[config.mk]
export PLATFORM = sky130hd
export DESIGN_NAME = button_pulse_conditioner
export DESIGN_NICKNAME = d
export VERILOG_FILES = /design/src/rtl/button_pulse_conditioner.sv
export SDC_FILE = /design/constraint.sdc
export NUM_CORES = 1
export LEC_CHECK = 0
export ABC_AREA = 1
export BUFFER_PORTS_ARGS = -buffer_cell sky130_fd_sc_hd__buf_2
export CAP_MARGIN = 20
export CORE_AREA = 2 2 62 64
export DETAILED_ROUTE_END_ITERATION = 6
export DIE_AREA = 0 0 64 66
export PLACE_DENSITY = 0.46
export SYNTH_ARGS = -nofsm -noshare
export SYNTH_HDL_FRONTEND = slang
export SYNTH_SLANG_ARGS = --single-unit
[constraint.sdc]
create_clock -name clk -period 1.3 [get_ports clk]
set_input_delay 0.13 -clock clk [delete_from_list [all_inputs] [get_ports clk]]
set_output_delay 0.13 -clock clk [all_outputs]
set_load 0.005 [all_outputs]
[src/rtl/button_pulse_conditioner.sv]
// button_pulse_conditioner: sync, debounce and one-shot for plus/clear buttons; define BTN_AUTOREPEAT_EN for plus auto-repeat
module button_pulse_conditioner #(
  parameter int DEBOUNCE_CYCLES = 16,
  parameter int REPEAT_CYCLES = 32,
  parameter int CNT_W = $clog2(DEBOUNCE_CYCLES > REPEAT_CYCLES ? DEBOUNCE_CYCLES : REPEAT_CYCLES) + 1
) (
  input  logic clk,
  input  logic rst,
  input  logic btn_plus,
  input  logic btn_clear,
  output logic plus,
  output logic clear,
  output logic plus_level,
  output logic clear_level
);
  localparam logic [1:0] IDLE = 2'b00, WAIT_HIGH = 2'b01, HIGH = 2'b10, WAIT_LOW = 2'b11;
  localparam logic [CNT_W-1:0] D_LAST = CNT_W'(DEBOUNCE_CYCLES - 1);
  logic [1:0] btn, raw, lvl;
  logic rpt;
  assign btn = {btn_clear, btn_plus};
  genvar c;
  for (c = 0; c < 2; c++) begin : g_ch
    logic [1:0] sy, st, nst;
    logic [CNT_W-1:0] cnt;
    logic s;
    assign s = sy[1];
    always_comb
      nst = st == IDLE ? (s ? WAIT_HIGH : IDLE)
          : st == WAIT_HIGH ? (!s ? IDLE : cnt == D_LAST ? HIGH : WAIT_HIGH)
          : st == HIGH ? (s ? HIGH : WAIT_LOW)
          : (s ? HIGH : cnt == D_LAST ? IDLE : WAIT_LOW);
    // the counter only runs in the two WAIT states and restarts on any state change
    always_ff @(posedge clk or posedge rst)
      if (rst) begin
        sy  <= '0;
        st  <= IDLE;
        cnt <= '0;
      end else begin
        sy  <= {sy[0], btn[c]};
        st  <= nst;
        cnt <= nst != st ? '0 : st[0] ? cnt + 1'b1 : cnt;
      end
    assign raw[c] = st == WAIT_HIGH && s && cnt == D_LAST;
    assign lvl[c] = st[1];
  end
`ifdef BTN_AUTOREPEAT_EN
  localparam logic [CNT_W-1:0] R_LAST = CNT_W'(REPEAT_CYCLES - 1);
  logic [CNT_W-1:0] rc;
  logic hold;
  assign hold = g_ch[0].st == HIGH && g_ch[0].s;
  always_ff @(posedge clk or posedge rst)
    if (rst) rc <= '0;
    else rc <= hold && rc != R_LAST ? rc + 1'b1 : '0;
  assign rpt = hold && rc == R_LAST;
`else
  assign rpt = 1'b0;
`endif
  // clear wins when both channels fire in the same cycle
  always_ff @(posedge clk or posedge rst)
    if (rst) begin
      plus  <= 1'b0;
      clear <= 1'b0;
    end else begin
      plus  <= (raw[0] | rpt) & ~raw[1];
      clear <= raw[1];
    end
  assign plus_level  = lvl[0];
  assign clear_level = lvl[1];
endmodule
==> impl_metrics.py <==
metrics = {
    "logic_synthesis": {
        "synthTopCellsByArea": "dfrtp_1, nand2_1, inv_1",
        "ys_ff_latch": 22,
        "postSynthAreaPerCell_sq_um": 8.34,
        "synthesis.area_sq_um": 1110,
        "synth_top_area_share_pct": 49.6,
        "synth_adder_area_share_pct": 2.25,
        "synth-edff-count": 0,
        "synthXorXnorAreaFrac_pct": 1.58,
        "muxShareOfSynthArea_pct": 0,
        "synth_fp_nets": 139,
        "synth_warnings": 0,
        "synth_top_family_by_area": "simple AND/OR/NAND/NOR gates",
        "yosys.area_share.simple_pct": 30.3,
        "netlist_instances": 133,
        "synth_compound_area_share_pct": 6.43,
        "yosysSeqAreaShare_pct": 49.6,
        "async_flop_share_pct": 100,
        "synth_cell_type_count": 20,
        "synth.top_cells.by_count": "nand2_1, dfrtp_1, inv_1, nand3_1, nor2_1",
        "ys.flop_type": "dfrtp_1",
        "yosys.area.top_type": "dfrtp_1",
        "yosysMostFrequentCell": "nand2_1",
    },
    "pwr": {
        "powerDensity_nw_per_um2": 1010,
        "finalPower_mw": 1.37,
        "peakVddDrop_mv": 0.552,
        "power_leakage_nw": 0.663,
    },
    "sta": {
        "skew_ns": 0.00689,
        "fin_crit_sh_pct": 95.2,
        "min_period_ns": 1.24,
        "maxSlewHeadroom_pct": 78.6,
        "timing.fmax_mhz": 808,
        "rsz0062_at_grt": "true",
        "slew_violations": 0,
        "worst_pin_slew_ns": 0.320,
        "setup_viol": 0,
        "finalHoldViolCount": 0,
    },
    "die": {
        "die_height_microns": 66,
        "fp-row-count": 22,
        "ios": 8,
        "core_area_sq_um": 3550,
        "initial_core_util_pct": 31.3,
        "fp.dieW_microns": 64,
        "die-area_sq_um": 4220,
    },
    "clock_network": {
        "clkSinkCount": 22,
        "cts_max_level": 1,
        "cts_made_buffers": 3,
        "insertion_delay_ns": 0.31,
        "clock_path_buffers": 2,
        "clock-root-buffer": "clkbuf_4",
        "cts_tree": "yes",
        "cts.clk_slew.worst_paths_ns": 0.13,
    },
    "worst_hold_path": {
        "min_path_type": "in2async",
    },
    "layout": {
        "area_delta_synth_final_pct": 22.3,
        "finalInstanceArea_sq_um": 1360,
        "antenna-diode-count": 0,
        "drive_gt1_share_pct": 27.3,
        "nets": 157,
    },
    "routing": {
        "drc": 0,
        "drtAntennaViolNets": 0,
        "drt_iter0_markers": 17,
        "via_count": 842,
        "drt-total-wl_microns": 1960,
        "drt-wirelength-per-cell_microns": 9.91,
        "routed_via_density": 4.25,
        "dr.pass1.iters": 4,
    },
    "global_route": {
        "grt_start_max_net_pins": 23,
        "globalRouteMet2Util_pct": 18.4,
        "grt_use_met1_pct": 14.8,
        "top_usage_layer": "met2",
        "grt_pass1_vias": 899,
        "grt-ovfl-total": 0,
        "met3_usage_pct": 1.53,
        "grt_usage_pct": 11.4,
        "grt_first_pass_wirelength_microns": 3790,
        "antenna_found_initial": 0,
    },
    "place": {
        "routabilityCongestion": 0.770,
        "post-dp-hpwl_microns": 1420,
        "port_buffers": 7,
        "dpl_cell_area_sq_um": 1200,
    },
    "worst_setup_path": {
        "critPathLaunchType": "flop",
        "r2r_cells": 6,
        "reg2reg_to": "g_ch[1].cnt[3]",
        "r2r_slack_ns": 0.06,
        "end_kind": "flop",
        "worstPathRequired_ns": 1.52,
        "critPathKind": "reg2reg",
        "worstPathArrival_ns": 1.46,
        "regToRegStartpoint": "g_ch[1].cnt[1]",
        "cp_max_fo": 4,
    },
    "run_status": {
        "status": "complete, no violations",
    },
    "flow_run": {
        "drv_cap": 0,
    },
}
[power by group]
part           internal (mW)  switching (mW)  leakage (nW)
clock                  0.312           0.221        0.0279
sequential             0.704          0.0185         0.291
combinational         0.0478          0.0688         0.344
total                   1.06           0.309         0.663
[sequential cells by signal, indices dropped and copies added, names as in the netlist]
| register | flops |
|---|---|
| g_ch.sy | 4 |
| plus | 1 |
| clear | 1 |
| g_ch.cnt | 12 |
| g_ch.st | 4 |
[critical path: stages (launching register included)]
cell     delay (ns)
dfrtp_1        0.42
ha_4           0.16
nand3_2        0.11
nor2_4         0.18
nor2_2         0.08
nor2_1         0.14
a21oi_2        0.04
[placed cells by master, fill, tap and decap left out, drive strengths merged]
master       count
dfrtp           22
nand2           40
buf             12
bufinv           1
dlygate4sd3      3
nor2            13
nand4            2
nor3             1
xor2             2
a21oi            4
o21ai            8
inv             23
ha               2
clkbuf           3
nand3           14
[worst max-delay path by stage]
stage | start | endpoint | slack (ns) | cells after the start
finish | g_ch[1].cnt[1] | g_ch[1].cnt[3] | 0.06 | 6
global route | g_ch[0].cnt[1] | g_ch[0].cnt[2] | -0.02 | 6
CTS | g_ch[1].cnt[0] | plus | 0.003 | 6
detailed placement | g_ch[1].cnt[1] | plus | -0.005 | 6
global placement | g_ch[1].cnt[1] | plus | 0.005 | 6
floorplan | g_ch[1].cnt[1] | plus | 0.15 | 6
[metrics by stage]
stage                     utilization (%)  hold WS (ns)  setup slack [ns]  cells  TNS (ns)
after floorplan                         -         0.119             0.150    133         0
after global placement               33.7         0.182           0.00478    188         0
after detailed placement             33.7         0.187          -0.00530    188  -0.00530
after CTS                            36.4         0.359           0.00267    196         0
after global routing                 38.2         0.399           -0.0215    198   -0.0847
final                                38.2         0.369            0.0623    198         0
[cell families after synthesis]
| family | Yosys count |
|---|---|
| AO/OA/AOI/OAI | 12 |
| XOR/XNOR | 2 |
| adder cells (fa/ha/maj) | 2 |
| flip-flops | 22 |
| AND/OR/NAND/NOR | 70 |
| buffers and inverters | 25 |
[routing by layer]
layer,wire length (microns),share of wire (%)
met5,0,0
met4,37,1.9
met3,41,2.1
met2,894,46
met1,990,50
[layout make-up]
| cell class | count | area, sq um |
|---|---|---|
| clock inverters | 1 | 30.0 |
| well taps | 48 | 60.1 |
| clock buffers | 3 | 22.5 |
| fillers | 368 | 2190 |
| repair buffers | 15 | 103 |
| inverters | 23 | 86.3 |
| multi-input cells | 86 | 505 |
| flip-flops and latches | 22 | 551 |
[what timing repair did]
item,CTS,global route
setup buffers,1,2
pin swaps,1,2
hold buffers,3,0
resized for setup,2,9
endpoints found under the setup margin,1,9
hold endpoints to repair,24,0
Note: power is estimated with default switching activity, not from simulation.
